File: src/rtl/player_move_input.sv
// -----------------------------------------------------------------------------
// player_move_input
//
// Player-side front end for the tic-tac-toe game logic. Three raw push buttons
// are synchronized, debounced and edge-detected, then drive a small FSM that
// keeps a 0..8 cursor and emits a one-cycle move strobe with the cell index.
// A confirm on an occupied cell produces a one-cycle reject pulse instead.
//
// Build option:
//   SKIP_OCCUPIED_EN - when defined, next/prev jump to the nearest empty cell
//                      in that direction (with wrap-around), and entering
//                      SELECT on an occupied cell moves the cursor forward to
//                      the first empty cell. Undefined: plain +/-1 stepping.
//
// Parameters:
//   DEB_CYCLES   consecutive equal synced samples before a debounced level
//                changes (>=1).
//
// Ports:
//   clk          in   rising-edge clock
//   rst          in   synchronous active-high reset
//   turn_en      in   high while it is this player's turn
//   btn_next     in   raw button, cursor +1
//   btn_prev     in   raw button, cursor -1
//   btn_confirm  in   raw button, play the cell under the cursor
//   board        in   board[2k+1:2k] = cell k (00 empty, 01 P1, 10 P2)
//   pos          out  cell index of the move, valid while move=1, then held
//   move         out  one-cycle move strobe
//   cursor       out  highlighted cell 0..8
//   reject       out  one-cycle pulse on confirm of an occupied cell
// -----------------------------------------------------------------------------
module player_move_input #(
    parameter int DEB_CYCLES = 4
) (
    input  logic        clk,
    input  logic        rst,
    input  logic        turn_en,
    input  logic        btn_next,
    input  logic        btn_prev,
    input  logic        btn_confirm,
    input  logic [17:0] board,
    output logic [3:0]  pos,
    output logic        move,
    output logic [3:0]  cursor,
    output logic        reject
);

    localparam int CNT_W = (DEB_CYCLES < 1) ? 1 : $clog2(DEB_CYCLES + 1);
    localparam logic [CNT_W-1:0] CNT_LAST = CNT_W'(DEB_CYCLES - 1);

    typedef enum logic [1:0] {
        ST_IDLE   = 2'd0,
        ST_SELECT = 2'd1,
        ST_ISSUE  = 2'd2,
        ST_WAIT   = 2'd3
    } state_t;

    // Cursor step helpers; the cursor never leaves 0..8.
    function automatic logic [3:0] inc9(input logic [3:0] c);
        if (c >= 4'd8) begin
            return 4'd0;
        end else begin
            return c + 4'd1;
        end
    endfunction

    function automatic logic [3:0] dec9(input logic [3:0] c);
        if (c == 4'd0) begin
            return 4'd8;
        end else begin
            return c - 4'd1;
        end
    endfunction

`ifdef SKIP_OCCUPIED_EN
    // Walk the ring from start in the given direction and return the first
    // empty cell. With incl=0 the start cell itself is never chosen, so a
    // full board (apart from start) leaves the cursor where it is.
    function automatic logic [3:0] find_empty(input logic [8:0] empty,
                                              input logic [3:0] start,
                                              input logic       fwd,
                                              input logic       incl);
        logic [3:0] c;
        logic [3:0] res;
        logic       found;
        res   = start;
        found = 1'b0;
        c     = incl ? start : (fwd ? inc9(start) : dec9(start));
        for (int k = 0; k < 9; k++) begin
            if (!found && empty[c] && (incl || (c != start))) begin
                res   = c;
                found = 1'b1;
            end
            c = fwd ? inc9(c) : dec9(c);
        end
        return res;
    endfunction
`endif

    // Button bit order: 0 = next, 1 = prev, 2 = confirm.
    logic [2:0]       w_raw;
    logic [2:0]       r_sync1;
    logic [2:0]       r_sync2;
    logic [2:0]       r_deb;
    logic [2:0]       r_deb_q;
    logic [2:0]       r_evt;
    logic [CNT_W-1:0] r_cnt [3];

    state_t           r_state;
    logic [3:0]       r_cursor;
    logic [3:0]       r_pos;
    logic             r_move;
    logic             r_reject;

    logic [8:0]       w_empty;
    logic             w_evt_next;
    logic             w_evt_prev;
    logic             w_evt_confirm;
    logic [3:0]       w_next_cur;
    logic [3:0]       w_prev_cur;
    logic [3:0]       w_entry_cur;

    assign w_raw = {btn_confirm, btn_prev, btn_next};

    // Synchronize, debounce and rising-edge detect the three buttons.
    always_ff @(posedge clk) begin
        if (rst) begin
            r_sync1 <= 3'b000;
            r_sync2 <= 3'b000;
            r_deb   <= 3'b000;
            r_deb_q <= 3'b000;
            r_evt   <= 3'b000;
            for (int i = 0; i < 3; i++) begin
                r_cnt[i] <= {CNT_W{1'b0}};
            end
        end else begin
            r_sync1 <= w_raw;
            r_sync2 <= r_sync1;
            r_deb_q <= r_deb;
            r_evt   <= r_deb & ~r_deb_q;
            // The count only runs while the synced value disagrees with the
            // debounced level; a sample back at the old level restarts it.
            for (int i = 0; i < 3; i++) begin
                if (r_sync2[i] == r_deb[i]) begin
                    r_cnt[i] <= {CNT_W{1'b0}};
                end else if (r_cnt[i] == CNT_LAST) begin
                    r_deb[i] <= r_sync2[i];
                    r_cnt[i] <= {CNT_W{1'b0}};
                end else begin
                    r_cnt[i] <= r_cnt[i] + CNT_W'(1);
                end
            end
        end
    end

    // Per-cell empty flags from the fed-back board.
    always_comb begin
        w_empty = 9'd0;
        for (int k = 0; k < 9; k++) begin
            w_empty[k] = (board[2*k +: 2] == 2'b00);
        end
    end

    // Resolve same-cycle event conflicts: confirm dominates, next+prev cancel.
    always_comb begin
        w_evt_confirm = r_evt[2];
        w_evt_next    = r_evt[0] & ~r_evt[1] & ~r_evt[2];
        w_evt_prev    = r_evt[1] & ~r_evt[0] & ~r_evt[2];
    end

    // Candidate cursor values for next, prev and SELECT entry.
    always_comb begin
`ifdef SKIP_OCCUPIED_EN
        w_next_cur  = find_empty(w_empty, r_cursor, 1'b1, 1'b0);
        w_prev_cur  = find_empty(w_empty, r_cursor, 1'b0, 1'b0);
        w_entry_cur = find_empty(w_empty, r_cursor, 1'b1, 1'b1);
`else
        w_next_cur  = inc9(r_cursor);
        w_prev_cur  = dec9(r_cursor);
        w_entry_cur = r_cursor;
`endif
    end

    // Move FSM with registered cursor, strobe and reject outputs.
    always_ff @(posedge clk) begin
        if (rst) begin
            r_state  <= ST_IDLE;
            r_cursor <= 4'd0;
            r_pos    <= 4'd0;
            r_move   <= 1'b0;
            r_reject <= 1'b0;
        end else begin
            r_move   <= 1'b0;
            r_reject <= 1'b0;
            case (r_state)
                ST_IDLE: begin
                    if (turn_en) begin
                        r_state  <= ST_SELECT;
                        r_cursor <= w_entry_cur;
                    end
                end
                ST_SELECT: begin
                    if (w_evt_confirm && turn_en) begin
                        if (w_empty[r_cursor]) begin
                            // Strobe is raised on the transition so it is
                            // high for exactly the one cycle spent in ISSUE.
                            r_state <= ST_ISSUE;
                            r_move  <= 1'b1;
                            r_pos   <= r_cursor;
                        end else begin
                            r_reject <= 1'b1;
                        end
                    end else if (w_evt_next) begin
                        r_cursor <= w_next_cur;
                    end else if (w_evt_prev) begin
                        r_cursor <= w_prev_cur;
                    end
                    if (!turn_en) begin
                        r_state <= ST_IDLE;
                    end
                end
                ST_ISSUE: begin
                    r_state <= ST_WAIT;
                end
                ST_WAIT: begin
                    // Hold here until confirm is released so one press can
                    // only ever produce one move.
                    if (!turn_en) begin
                        r_state <= ST_IDLE;
                    end else if (!r_deb[2]) begin
                        r_state  <= ST_SELECT;
                        r_cursor <= w_entry_cur;
                    end
                end
                default: begin
                    r_state <= ST_IDLE;
                end
            endcase
        end
    end

    assign pos    = r_pos;
    assign move   = r_move;
    assign cursor = r_cursor;
    assign reject = r_reject;

endmodule
File: config.mk
export PLATFORM = sky130hd
export DESIGN_NAME = player_move_input
export DESIGN_NICKNAME = d
export VERILOG_FILES = /design/src/rtl/player_move_input.sv
export SDC_FILE = /design/constraint.sdc
export NUM_CORES = 1
export LEC_CHECK = 0
export CELL_PAD_IN_SITES_DETAIL_PLACEMENT = 0
export CELL_PAD_IN_SITES_GLOBAL_PLACEMENT = 1
export CORE_ASPECT_RATIO = 1.2
export CORE_MARGIN = 2
export CORE_UTILIZATION = 25
export DETAILED_ROUTE_END_ITERATION = 16
export PLACE_DENSITY_LB_ADDON = 0.1
export SYNTH_ARGS = -nofsm -noshare
export SYNTH_HDL_FRONTEND = slang
export SYNTH_SLANG_ARGS = --single-unit
File: constraint.sdc
create_clock -name clk -period 2.5 [get_ports clk]
set_input_delay 0.25 -clock clk [delete_from_list [all_inputs] [get_ports clk]]
set_output_delay 0.25 -clock clk [all_outputs]
set_load 0.1 [all_outputs]
==> Yosys cells after proc, flatten, opt, wreduce, memory -nomap -nowiden <==
Memories as Yosys holds them, arrays and structs flattened.
Cells that the tools add are included.
{ "classes": {"addsub": 5, "order_cmp": 2, "n_eq_ne": 13, "muxes": 59, "bitwise": 23, "n_reduce_logical": 20} }
{ "ops": {"columns": ["operator", "n"], "rows": [
  ["$mux W1", 38],
  ["$mux W3", 9],
  ["$logic_not A2 Y1", 10],
  ["$mux W4", 4],
  ["$mux W2", 6],
  ["$add A3 B1 Y3 const B", 3],
  ["$eq A3 B2 Y1 const B", 3],
  ["$ne A3 B3 Y1 const B", 3],
  ["$or A1 B1 Y1", 9],
  ["$not A1 Y1", 8],
  ["$pmux W2 S4", 1],
  ["$reduce_and A2 Y1", 3],
  ["$reduce_and A3 Y1", 2],
  ["$lt A4 B5 Y1 const B", 1],
  ["$add A4 B1 Y4 const B", 1],
  ["$and A1 B1 Y1", 4],
  ["$bmux W1 S4", 1],
  ["$eq A2 B2 Y1 const B", 2],
  ["$ge A4 B4 Y1 const B", 1],
  ["$logic_not A4 Y1", 1],
  ["$reduce_and A4 Y1", 1],
  ["$sub A4 B1 Y4 const B", 1],
  ["$and A3 B3 Y3", 1],
  ["$eq A1 B1 Y1", 3],
  ["other kinds (6)", 6]
]} }
{ "totals": {"ff_bits": 27, "mem_bits_rw": 9, "output_inout_bits": 10, "word_cells": 135, "mem_count": 1} }
{ "memory_table": {"columns": ["memory", "words", "word_bits", "read_ports", "rd_clocked_by_memory_dff", "write_ports", "line", "text"], "rows": [
  ["r_cnt", 3, 3, 3, 0, 3, "107", "logic [CNT_W-1:0] r_cnt [3];"]
]} }

==> Logic depth before layout (Yosys ltp) <==
Gate-level depths: netlist of run 1.
{ "depth": {"ltp_word": 7, "mapped_depth": 8, "ltp_nobuf": 7} }

==> Least setup slack after synthesis of run 1 <==
OpenSTA, ideal clock, no wires.
{ "synth_timing": {"kind": "register to register", "from": "register r_cursor[3], in the netlist cursor[3]", "to": "register r_pos[0], in the netlist pos[0]", "setup_ns": 0.072, "t_arrival_ns": 2.332, "required_time_ns": 2.428, "setup_slack_ns": 0.096, "stages_incl_launch_ff": 6, "cell_sequence": "dfxtp_1 or4b_4 or3_4 o41a_4 o21ai_4 mux2i_1"} }
{ "synth_between": {"elab_chain_len": 3} }
{ "synth_rtl": {"columns": ["item", "line", "text"], "rows": [
  ["start: declaration", "110", "logic [3:0] r_cursor;"],
  ["start signal: assignment", "199", "r_cursor <= w_entry_cur;"],
  ["start signal: assignment", "214", "r_cursor <= w_next_cur;"],
  ["start signal: assignment", "216", "r_cursor <= w_prev_cur;"],
  ["$bmux W1 S4", "204", "if (w_empty[r_cursor]) begin"],
  ["$mux W1 (implied by the code)", "204", null],
  ["$reduce_and A3 Y1 (no line)", null, null],
  ["end signal: assignment", "209", "r_pos <= r_cursor;"],
  ["end: declaration", "111", "logic [3:0] r_pos;"]
]} }
Every way passes these cells. The select of a mux whose other input is x is not followed.
A chain may end at the register's enable or synchronous reset.

==> Worst setup path after layout of run 1 <==
{ "layout_timing": {"from": "register r_cursor[3], in the netlist cursor[3]", "to": "register r_pos[2], in the netlist pos[2]"} }
Same word-level chain as after synthesis.

==> results of run 1 <==
-- registers in the layout, indices dropped and copies added (netlist names), named ones only --
name,flops
r_deb,3
reject,1
cursor,4
r_state,1
r_sync2,3
move,1
pos,4
r_evt,3
r_sync1,3
r_cnt,9
r_deb_q,3
-- synth_stat cells, types with 2 or more instances --
library cell  number
nor2_1            24
nor3_1             6
ha_1               8
nor2b_1           14
o22ai_1            2
mux2i_1            5
inv_1             10
a21oi_1            4
o21ai_1            2
or3_1              4
a22oi_1            2
a211oi_1           3
nand3b_1           2
edfxtp_1           9
xnor2_1            4
o21ai_0            3
nand2b_1           2
dfxtp_1           27
nand2_1           12
clkbuf_1           4
nand4_1            2
-- through the flow --
| step | instances | hold WS (ps) | instance area [um2] | worst slack, ps |
|---|---|---|---|---|
| 2_1_floorplan | 174 | 329 | 1670 | 96.3 |
| 3_3_place_gp | 292 | 373 | 2090 | 540 |
| 3_5_place_dp | 292 | 376 | 2090 | 444 |
| 4_1_cts | 300 | 386 | 2200 | 441 |
| 5_1_grt | 300 | 391 | 2200 | 371 |
| 6_report | 300 | 381 | 2200 | 448 |
-- worst min-delay path by stage --
stage,startpoint,to,cells past startpoint
after floorplan,rst,r_deb_q[0],1
after global routing,r_deb_q[1],r_evt[1],1
after CTS,r_deb_q[1],r_evt[1],1
after global placement,r_deb_q[2],r_evt[2],1
after detailed placement,r_deb_q[0],r_evt[0],1
final,r_deb_q[2],r_evt[2],1
-- cells by family after synthesis --
| kind of cell | count (synthesis) | synth area share (%) |
|---|---|---|
| and+or+nand+nor | 70 | 21.7 |
| other | 1 | 0.229 |
| DFF | 36 | 49.6 |
| AOI/OAI and AO/OA | 25 | 11.6 |
| muxes | 6 | 4.44 |
| xor gates and xnor gates | 4 | 2.14 |
| buffers and inverters | 16 | 4.13 |
| adders and majority gates | 8 | 6.12 |
-- cell type report --
type	instances	area [um2]	area share (%)
inverter	11	41.3	1.88
clock buffer	6	72.6	3.30
clock inverter	2	35.0	1.60
multi-input combinational	122	787	35.8
sequential	36	811	36.9
timing repair buffer	38	343	15.6
tap	85	106	4.84
-- layer usage --
layer  track usage (%)  vias to the layer above
met4              4.46                        0
li1                  -                      659
met3              2.92                        4
met1              10.4                      608
met2              18.2                       40
met5                 0                        -
-- where the power goes --
group | internal (W) | switching [W] | leakage (nW)
clock | 0.000296 | 0.000197 | 0.0552
combinational | 0.0000496 | 0.0000301 | 0.495
sequential | 0.000609 | 0.00000590 | 0.312
==> results.txt, run 1 <==
The die boundary height is 92.6 um. The combined buffer and inverter count along the critical path is 0. After detailed routing, no signal wire sits above met4. The area added between synthesis and finish is 34.3%.

The final clock period utilization by the worst path came out at 82.1%. The first-pass iteration count of the detailed router came out at 4. The tightest min-delay check is of the reg -> reg type. Dividing the detail-routed wire length by the instance count gives 11.1 um.

The post-synthesis cell area came out at 0.00164 mm2. The critical path goes through or4b_4 -> or3_4 -> o41a_4 -> o21ai_4 -> mux2i_1. TritonCTS built the clock tree.

Cells with a size suffix above 1 make up 13.0% of the layout. Leaving out fill and tap cells, the most frequent cells in the layout are dfxtp_1 (27), nor2_1 (24), clkdlybuf4s50_1 (23), buf_4 (15), nor2b_1 (14). In the synthesized netlist, the number of instances is 166. The area share of the largest cell type after synthesis came out at 33.1%. The worst stage delay on the critical path is 580 ps.

The initial antenna violation count came out at 0. Across every metal layer, demand over resource in global routing totals 9.95%. For the worst setup path, the data required time is 2710 ps.

The startpoint identified for the worst register-to-register timing path is cursor[3]. The flow ran to the end, and the final reports show no timing, DRC or antenna violations. The largest net degree at the start of global routing is 14. The most frequent standard cell in the layout excluding fill and tap cells is dfxtp_1. The post-synthesis sequential element count is 36. Based on the critical path, the design can be clocked at up to 487 MHz. Counting cells, the worst reg-to-reg path comes to 5. In this run the deepest clock path goes through 2 buffers. The quantity of I/O buffers inserted on ports is 33.

The overall die area is 0.00721 mm2. The critical path data arrival time came out at 2270 ps. After filler insertion, the fill cell instance count of the layout stands at 685. Summed over all instances, the cell type with the most area after synthesis is dfxtp_1. The number of distinct standard cells referenced by the synthesized netlist came out at 38.

The fraction of synthesis flops using an asynchronous set or reset pin is 0%. After detailed routing, the met3 layer carries 221 um of wire. The worst setup path is launched from a register. The slack of the worst reg-to-reg path came out at 450 ps. The die is 77.8 um wide. The effective utilization at floorplan is 25.7%. During I/O placement, the number of pins put on the boundary was 34.

The clock-pin transition on the worst setup and hold timing paths is 70 ps. The number of warnings issued by yosys is 0. After legalization and detailed placement, the total HPWL measured 2600 um. The final layout contains 246 nets. The average instance area after synthesis came out at 9.85 um2. The number of vias per cell after detailed routing came out at 4.37. Of all nets on the critical path, the largest fanout is 13.

The initialized floorplan defines 32 standard-cell rows. The total number of vias came out at 1311. Following the worst setup path forward leads to its endpoint at pos[2].

The first global-routing pass estimated 5670 um of wire. The design draws 0.00119 W. The number of failing hold endpoints at the final stage is 0. Setup repair after global routing left no endpoint under its margin.

The sequential cell area fraction in the yosys report is 49.6%. Clock latency on the worst-skew pair, taken at its later pin, is 280 ps. The number of nets still failing antenna checks after routing came out at 0. The sum of negative setup slack came out at 0 ps.

In this run the critical register-to-register path is captured at pos[2]. The clock net sink count came out at 36. For this block, wires on met1 add up to 1330 um. Dividing total power by cell area gives a power density of 541 mW/mm2. The total wire length is 3340 um. The first routing iteration left 49 violations.

The slowest stage of the critical path belongs to the cell dfxtp_1. The worst setup path is of the reg -> reg kind. Clock tree synthesis selected as its root buffer the cell clkbuf_8. The final clock skew is 7.01 ps.

The number of buffers inserted by hold repair at cts is 0. The total grt overflow is 0. The count of final max-slew check failures is 0. The weighted congestion reported at the end of routability-driven placement is 0.681. The share of the core filled with cells in the final layout came out at 34.5%. In this run the number of cells on the critical path is 5. The via count of the first global-routing pass came to 1294. The clock tree synthesis step divided the H-tree into 2 levels. The number of setup violations in the final report came out at 0. The most critical setup path has its startpoint at cursor[3]. For this design the static power due to leakage is 0.862 nW. Among all flip-flop cells after synthesis, the most frequent one is dfxtp_1. The total inserted antenna cells is 0. Yosys mapped a number of flops with a built-in enable equal to 9. In this run the standard cell core region covers 0.00637 mm2. The number of setup buffers added after CTS is 0. The minimum clock period after layout came out at 2050 ps. The worst setup path is captured at a register. The post-cts resize count came out at 0. Ranked by total cell area, the synthesized netlist is headed by dfxtp_1 (33%), edfxtp_1 (17%), ha_1 (6.1%). The max-capacitance violation count is 0. The remaining routing DRC violations is 0. Counting the buffers created by CTS gives 5.

The largest delay contributor family on the critical path is simple AND/OR/NAND/NOR gates. IR analysis of the VDD net gives a maximum drop of 321 uV. The met2 wire length came out at 1740 um.
(Power assumes the default switching activity.)
==> run 2, diff against run 1 <==
- clock period: 2.5 -> 1.8 ns (I/O delays scaled with it)
==> results.txt, run 2 (synthesis gave the netlist of run 1 again) <==
The largest net degree at the start of global routing is 16 (was 14). The minimum clock period after layout is 1850 ps (was 2050 ps). The top register by number of flip-flops is r_cnt (unchanged). Highest-count cells in the layout ignoring fill and taps: nor2_1 (24), dfxtp_1 (23), clkdlybuf4s50_1 (23), buf_4 (18), nor2b_1 (14) (was dfxtp_1 (27), nor2_1 (24), clkdlybuf4s50_1 (23), buf_4 (15), nor2b_1 (14)). The remaining routing DRC violations came to 0 (unchanged). The top-level port count is 34 (unchanged). The number of placed instances with taps included was 296 (was 292).

The effective utilization at floorplan came out at 25.7% (unchanged). The number of levels the H-tree was split into came to 2 (unchanged). The instance count along the most critical hold path came out at 1 (unchanged).

The static leakage came out at 0.893 nW (was 0.862 nW). The row count is 32 (unchanged). The total design power is 0.00155 W (was 0.00119 W).

The via count of the first global-routing pass is 1294 (unchanged). The initial antenna violation count is 0 (unchanged). The clock insertion delay at the later pin of the skew report came out at 280 ps (about the same). The total half-perimeter wirelength after legalization and detailed placement was 2660 um (was 2600 um). The total grt overflow is 0 (unchanged). The quantity of I/O buffers inserted on ports is 33 (unchanged).

The library cell used as clock root buffer is clkbuf_8 (unchanged). RSZ-0062 raised after global routing: yes (was no). The number of standard cells in the layout, taps in and fillers out came out at 305 (was 300). The violation count after the first detailed-route iteration came out at 57 (was 49). The TritonCTS clock tree was yes (unchanged). The number of flip-flops under the largest register name is 9 (unchanged). The start point of the worst min-delay path is r_deb_q[0] (was r_deb_q[2]). The depth of the worst register-to-register path is 5 (unchanged). The worst flop-to-flop path startpoint was cursor[0] (was cursor[3]). The sum of negative setup slack is -86.6 ps (was 0 ps). The worst setup margin was -46.4 ps (was 448 ps). The worst setup path category is reg -> reg (unchanged). The net total in the final layout is 251 (was 246). The average routed wire per standard cell was 11.2 um (was 11.1 um).

The total wire length is 3410 um (was 3340 um). The number of vias per cell after detailed routing is 4.24 (was 4.37). The critical path data arrival time came to 2050 ps (was 2270 ps). The area added between synthesis and finish is 38.2% (was 34.3%). The max-capacitance violation count was 0 (unchanged).

The total inserted antenna cells came to 0 (unchanged). The die boundary height came to 92.6 um (unchanged). The weighted congestion reported at the end of routability-driven placement is 0.734 (was 0.681). The maximum clock insertion buffer count is 2 (unchanged).

The final clock period utilization by the worst path is 103% (was 82.1%). The first-pass iteration count of the detailed router was 4 (unchanged). Run status: complete, but fails checks (was complete, no violations). The share of final-layout standard cells stronger than drive strength 1 was 17.7% (was 13.0%).

The worst setup path startpoint is cursor[0] (was cursor[3]). The type of destination of the critical path is a register (unchanged). The final reports fail on setup timing.

The die extent in x is 77.8 um (unchanged). The most frequent standard cell in the layout excluding fill and tap cells was nor2_1 (was dfxtp_1). The power density normalized to cell area was 687 mW/mm2 (was 541 mW/mm2). The required time of the critical path is 2010 ps (was 2710 ps). The core box area is 0.00637 mm2 (unchanged). The number of failing hold endpoints at the final stage came to 0 (unchanged).

The clock net sink count came out at 36 (unchanged). The number of nets still failing antenna checks after routing is 0 (unchanged). The worst setup timing slack at the placement stage is -45.4 ps (was 444 ps).

The number of buffers inserted by hold repair at cts is 0 (unchanged). The total number of vias was 1292 (was 1311). The sort of element at the start of the critical path is a register (unchanged).

The clock-pin transition on the worst setup and hold timing paths is 70 ps (about the same). The number of buffers added by the clock tree synthesis step was 5 (unchanged). The global-route total usage across every layer is 10.1% (was 9.95%). The peak ir drop on the vdd network is 420 uV (was 321 uV). The maximum clock frequency is 542 MHz (was 487 MHz). The overall die area is 0.00721 mm2 (unchanged). The count of final max-slew check failures is 0 (unchanged). The class of the tightest hold or removal check is reg -> reg (unchanged). The number of setup violations in the final report came to 2 (was 0). The largest driver fanout on the critical path came out at 5 (was 13). The wire length of the first global-routing pass came to 5780 um (was 5670 um). The final clock skew is 6.09 ps (was 7.01 ps).
## run 2: cell types whose count changed in the layout (fill, tap and decap cells not counted), sizes merged
cell / delta
buf: +5
bufinv: -1
clkinv: +1
## run 2: path summary, 6_finish.rpt
| path | end | slack [ps] |
|---|---|---|
| setup / recovery | pos[0] | -50 |
| hold / removal | r_evt[0] | 370 |
| setup reg to reg | pos[0] | -50 |
| hold reg to reg | r_evt[0] | 370 |
## run 2: power by group
part | switching (W) | total [W] | internal, W
logic | 0.0000426 | 0.000115 | 0.0000720
registers | 0.00000804 | 0.000851 | 0.000843
clock network | 0.000281 | 0.000586 | 0.000305
total | 0.000331 | 0.00155 | 0.00122
## run 2: timing repair
action                                 CTS  global route
setup endpoints to repair                2             3
endpoints found under the hold margin    0             0
gates resized for setup                  0             2
setup buffers                            1             0
gates cloned                             0             0
## run 2: metal layers
| layer | track usage, % | part of all wire [%] | vias up |
|---|---|---|---|
| li1 | - | - | 671 |
| met1 | 11.7 | 44 | 592 |
| met2 | 16.7 | 49 | 27 |
| met3 | 3.31 | 6.5 | 2 |
| met4 | 4.46 | 0.85 | 0 |
| met5 | 0 | 0 | - |
## run 2: through the flow
stage	util (%)	instance area (um2)	hold slack, ps
5_1_grt	35.5	2260	388
4_1_cts	35.4	2250	374
3_5_place_dp	33.8	2150	373
6_report	35.5	2260	373
3_3_place_gp	33.8	2150	373
2_1_floorplan	-	1680	259
## run 2: layout make-up
| class | instances | area (um2) |
|---|---|---|
| repair buffers | 43 | 405 |
| clock inverters | 2 | 10.0 |
| clock buffers | 6 | 82.6 |
| well taps | 85 | 106 |
| multi-input cells | 122 | 793 |
| flip-flops and latches | 36 | 821 |
| inverters | 11 | 41.3 |
| fillers | 653 | 4110 |
## run 2: worst max-delay path: stages (launching register included)
cell	delay, ps
dfxtp_4	340
or4b_4	530
or3_4	350
o41a_4	140
o21ai_4	180
mux2i_1	220
==> run 3, diff against run 2 <==
- RECOVER_POWER: not set -> 50
==> results.txt, run 3 (synthesis gave the netlist of run 1 again) <==
Run status: complete, but fails checks (unchanged). Failing checks: setup timing (unchanged). The via count of the first global-routing pass is 1294 (unchanged). The most frequent standard cell in the layout excluding fill and tap cells is nor2_1 (unchanged). The power density normalized to cell area is 696 mW/mm2 (was 687 mW/mm2).

The top-level port count was 34 (unchanged). The static leakage is 0.876 nW (was 0.893 nW). The number of flip-flops under the largest register name is 9 (unchanged). The share of the core filled with cells in the final layout came out at 34.9% (was 35.5%). The number of buffers inserted by hold repair at cts came to 0 (unchanged). The required time of the critical path is 2010 ps (about the same).

The number of setup violations in the final report came out at 2 (unchanged). The worst flop-to-flop path startpoint is cursor[0] (unchanged). The remaining routing DRC violations came to 0 (unchanged). The worst-case headroom to the max-slew limit came out at 57.0%. The die boundary height is 92.6 um (unchanged). The total inserted antenna cells came to 0 (unchanged). The final clock period utilization by the worst path is 103% (about the same). The worst setup path category is reg -> reg (unchanged). The worst setup path startpoint was cursor[0] (unchanged).

The largest net degree at the start of global routing came out at 16 (unchanged). The count of final max-slew check failures is 0 (unchanged). The minimum clock period after layout came out at 1850 ps (about the same).

The number of buffers added by the clock tree synthesis step was 5 (unchanged). The total number of vias is 1291 (was 1292). The total grt overflow came out at 0 (unchanged). The maximum clock frequency is 542 MHz (about the same). The area added between synthesis and finish is 36.0% (was 38.2%). The average routed wire per standard cell came out at 11.2 um (about the same). The area occupied by multi-input gates came out at 793 um2 (unchanged). The end point of the critical path is pos[0] (unchanged). The final clock skew came out at 6.29 ps (was 6.09 ps). The type of destination of the critical path is a register (unchanged).

The total design power is 0.00155 W (about the same). The slack of the worst reg-to-reg path is -50 ps (about the same). The initial antenna violation count came out at 0 (unchanged). The number of filler instances in the final layout was 658 (was 653).

The row count was 32 (unchanged). The number of standard cells in the layout, taps in and fillers out was 305 (unchanged). The clock insertion delay at the later pin of the skew report is 280 ps (about the same).

The clock-pin transition on the worst setup and hold timing paths is 70 ps (about the same). The clock net sink count came out at 36 (unchanged). The total wire length came out at 3420 um (was 3410 um). The area taken by flip-flops and latches is 821 um2 (unchanged).

The top register by number of flip-flops is r_cnt (unchanged). The overall die area is 0.00721 mm2 (unchanged). Highest-count cells in the layout ignoring fill and taps: nor2_1 (24), dfxtp_1 (23), clkdlybuf4s50_1 (22), nor2b_1 (14), nand2_1 (12) (was nor2_1 (24), dfxtp_1 (23), clkdlybuf4s50_1 (23), buf_4 (18), nor2b_1 (14)).

The sort of element at the start of the critical path is a register (unchanged). The wire length of the first global-routing pass was 5780 um (unchanged). The class of the tightest hold or removal check is reg -> reg (unchanged). The maximum clock insertion buffer count is 2 (unchanged). The largest driver fanout on the critical path is 5 (unchanged).

The end of the worst register-to-register path is pos[0] (unchanged). The number of failing hold endpoints at the final stage came out at 0 (unchanged). The effective utilization at floorplan is 25.7% (unchanged). The number of levels the H-tree was split into is 2 (unchanged). The library cell used as clock root buffer is clkbuf_8 (unchanged). The core box area came out at 0.00637 mm2 (unchanged). RSZ-0062 raised after global routing: yes (unchanged). The peak ir drop on the vdd network came to 419 uV (was 420 uV). The placed standard-cell area came to 0.00215 mm2 (unchanged). The share of final-layout standard cells stronger than drive strength 1 is 16.8% (was 17.7%). The global-route total usage across every layer is 10.1% (unchanged). The violation count after the first detailed-route iteration came out at 59 (was 57). The worst setup margin is -45.0 ps (was -46.4 ps). The number of nets still failing antenna checks after routing is 0 (unchanged). The weighted congestion reported at the end of routability-driven placement came out at 0.734 (unchanged). The first-pass iteration count of the detailed router is 4 (unchanged). The number of vias per cell after detailed routing is 4.23 (was 4.24).

The die extent in x came out at 77.8 um (unchanged). The critical path data arrival time is 2050 ps (about the same). The actual slew at the worst max-slew pin came out at 645 ps. The depth of the worst register-to-register path came to 5 (unchanged). The TritonCTS clock tree was yes (unchanged). The total half-perimeter wirelength after legalization and detailed placement is 2660 um (unchanged). The number of placed instances with taps included came out at 296 (unchanged). The final cell area excluding filler cells is 0.00222 mm2 (was 0.00226 mm2). The net total in the final layout came out at 251 (unchanged). The max-capacitance violation count came out at 0 (unchanged).

The quantity of I/O buffers inserted on ports is 33 (unchanged).
run 3: how the worst min path moves through the flow:
stage	depth (start not counted)	startpoint	slack, ps	end
floorplan	1	rst	260	r_deb_q[0]
global placement	1	r_deb_q[2]	370	r_evt[2]
detailed placement	1	r_deb_q[1]	370	r_evt[1]
CTS	1	r_deb_q[0]	370	r_evt[0]
global route	1	r_deb_q[2]	390	r_evt[2]
finish	1	r_deb_q[0]	370	r_evt[0]
run 3: layout make-up:
cell class / instances / share of cell area [%]
Inverter: 11 / 1.86
Timing Repair Buffer: 43 / 16.6
Sequential cell: 36 / 36.9
Clock inverter: 2 / 0.450
Multi-Input combinational cell: 122 / 35.7
Clock buffer: 6 / 3.71
Tap cell: 85 / 4.78
run 3: critical path, cell delays in order (launching register included):
cell and delay [ps]:
dfxtp_4 340, or4b_4 530, or3_4 350, o41a_4 140
o21ai_4 180, mux2i_1 220
run 3: power breakdown:
group	total, W	internal [W]	switching [W]
Sequential	0.000851	0.000843	0.00000803
Combinational	0.000109	0.0000667	0.0000419
Clock	0.000588	0.000305	0.000283
run 3: metrics by stage:
stage	setup TNS [ps]	setup WS (ps)	hold WS, ps
after floorplan	-1080	-212	259
after global placement	0	40.0	373
after detailed placement	-78.5	-45.4	373
final	-81.1	-45.0	373
after CTS	-96.9	-54.6	374
after global routing	-204	-99.0	388
run 3: what timing repair did:
item                       CTS  global route
buffers inserted             1             0
setup endpoints to repair    2             3
hold endpoints to repair     0             0
resized for setup            0             2
run 3: metal layers:
| metal | routed length [um] | GRT usage (%) | vias to the layer above | share of wire [%] |
|---|---|---|---|---|
| met5 | 0 | 0 | - | 0 |
| met4 | 29 | 4.46 | 0 | 0.85 |
| met3 | 223 | 3.31 | 2 | 6.5 |
| met2 | 1680 | 16.7 | 27 | 49 |
| met1 | 1490 | 11.7 | 591 | 44 |
| li1 | - | - | 671 | - |
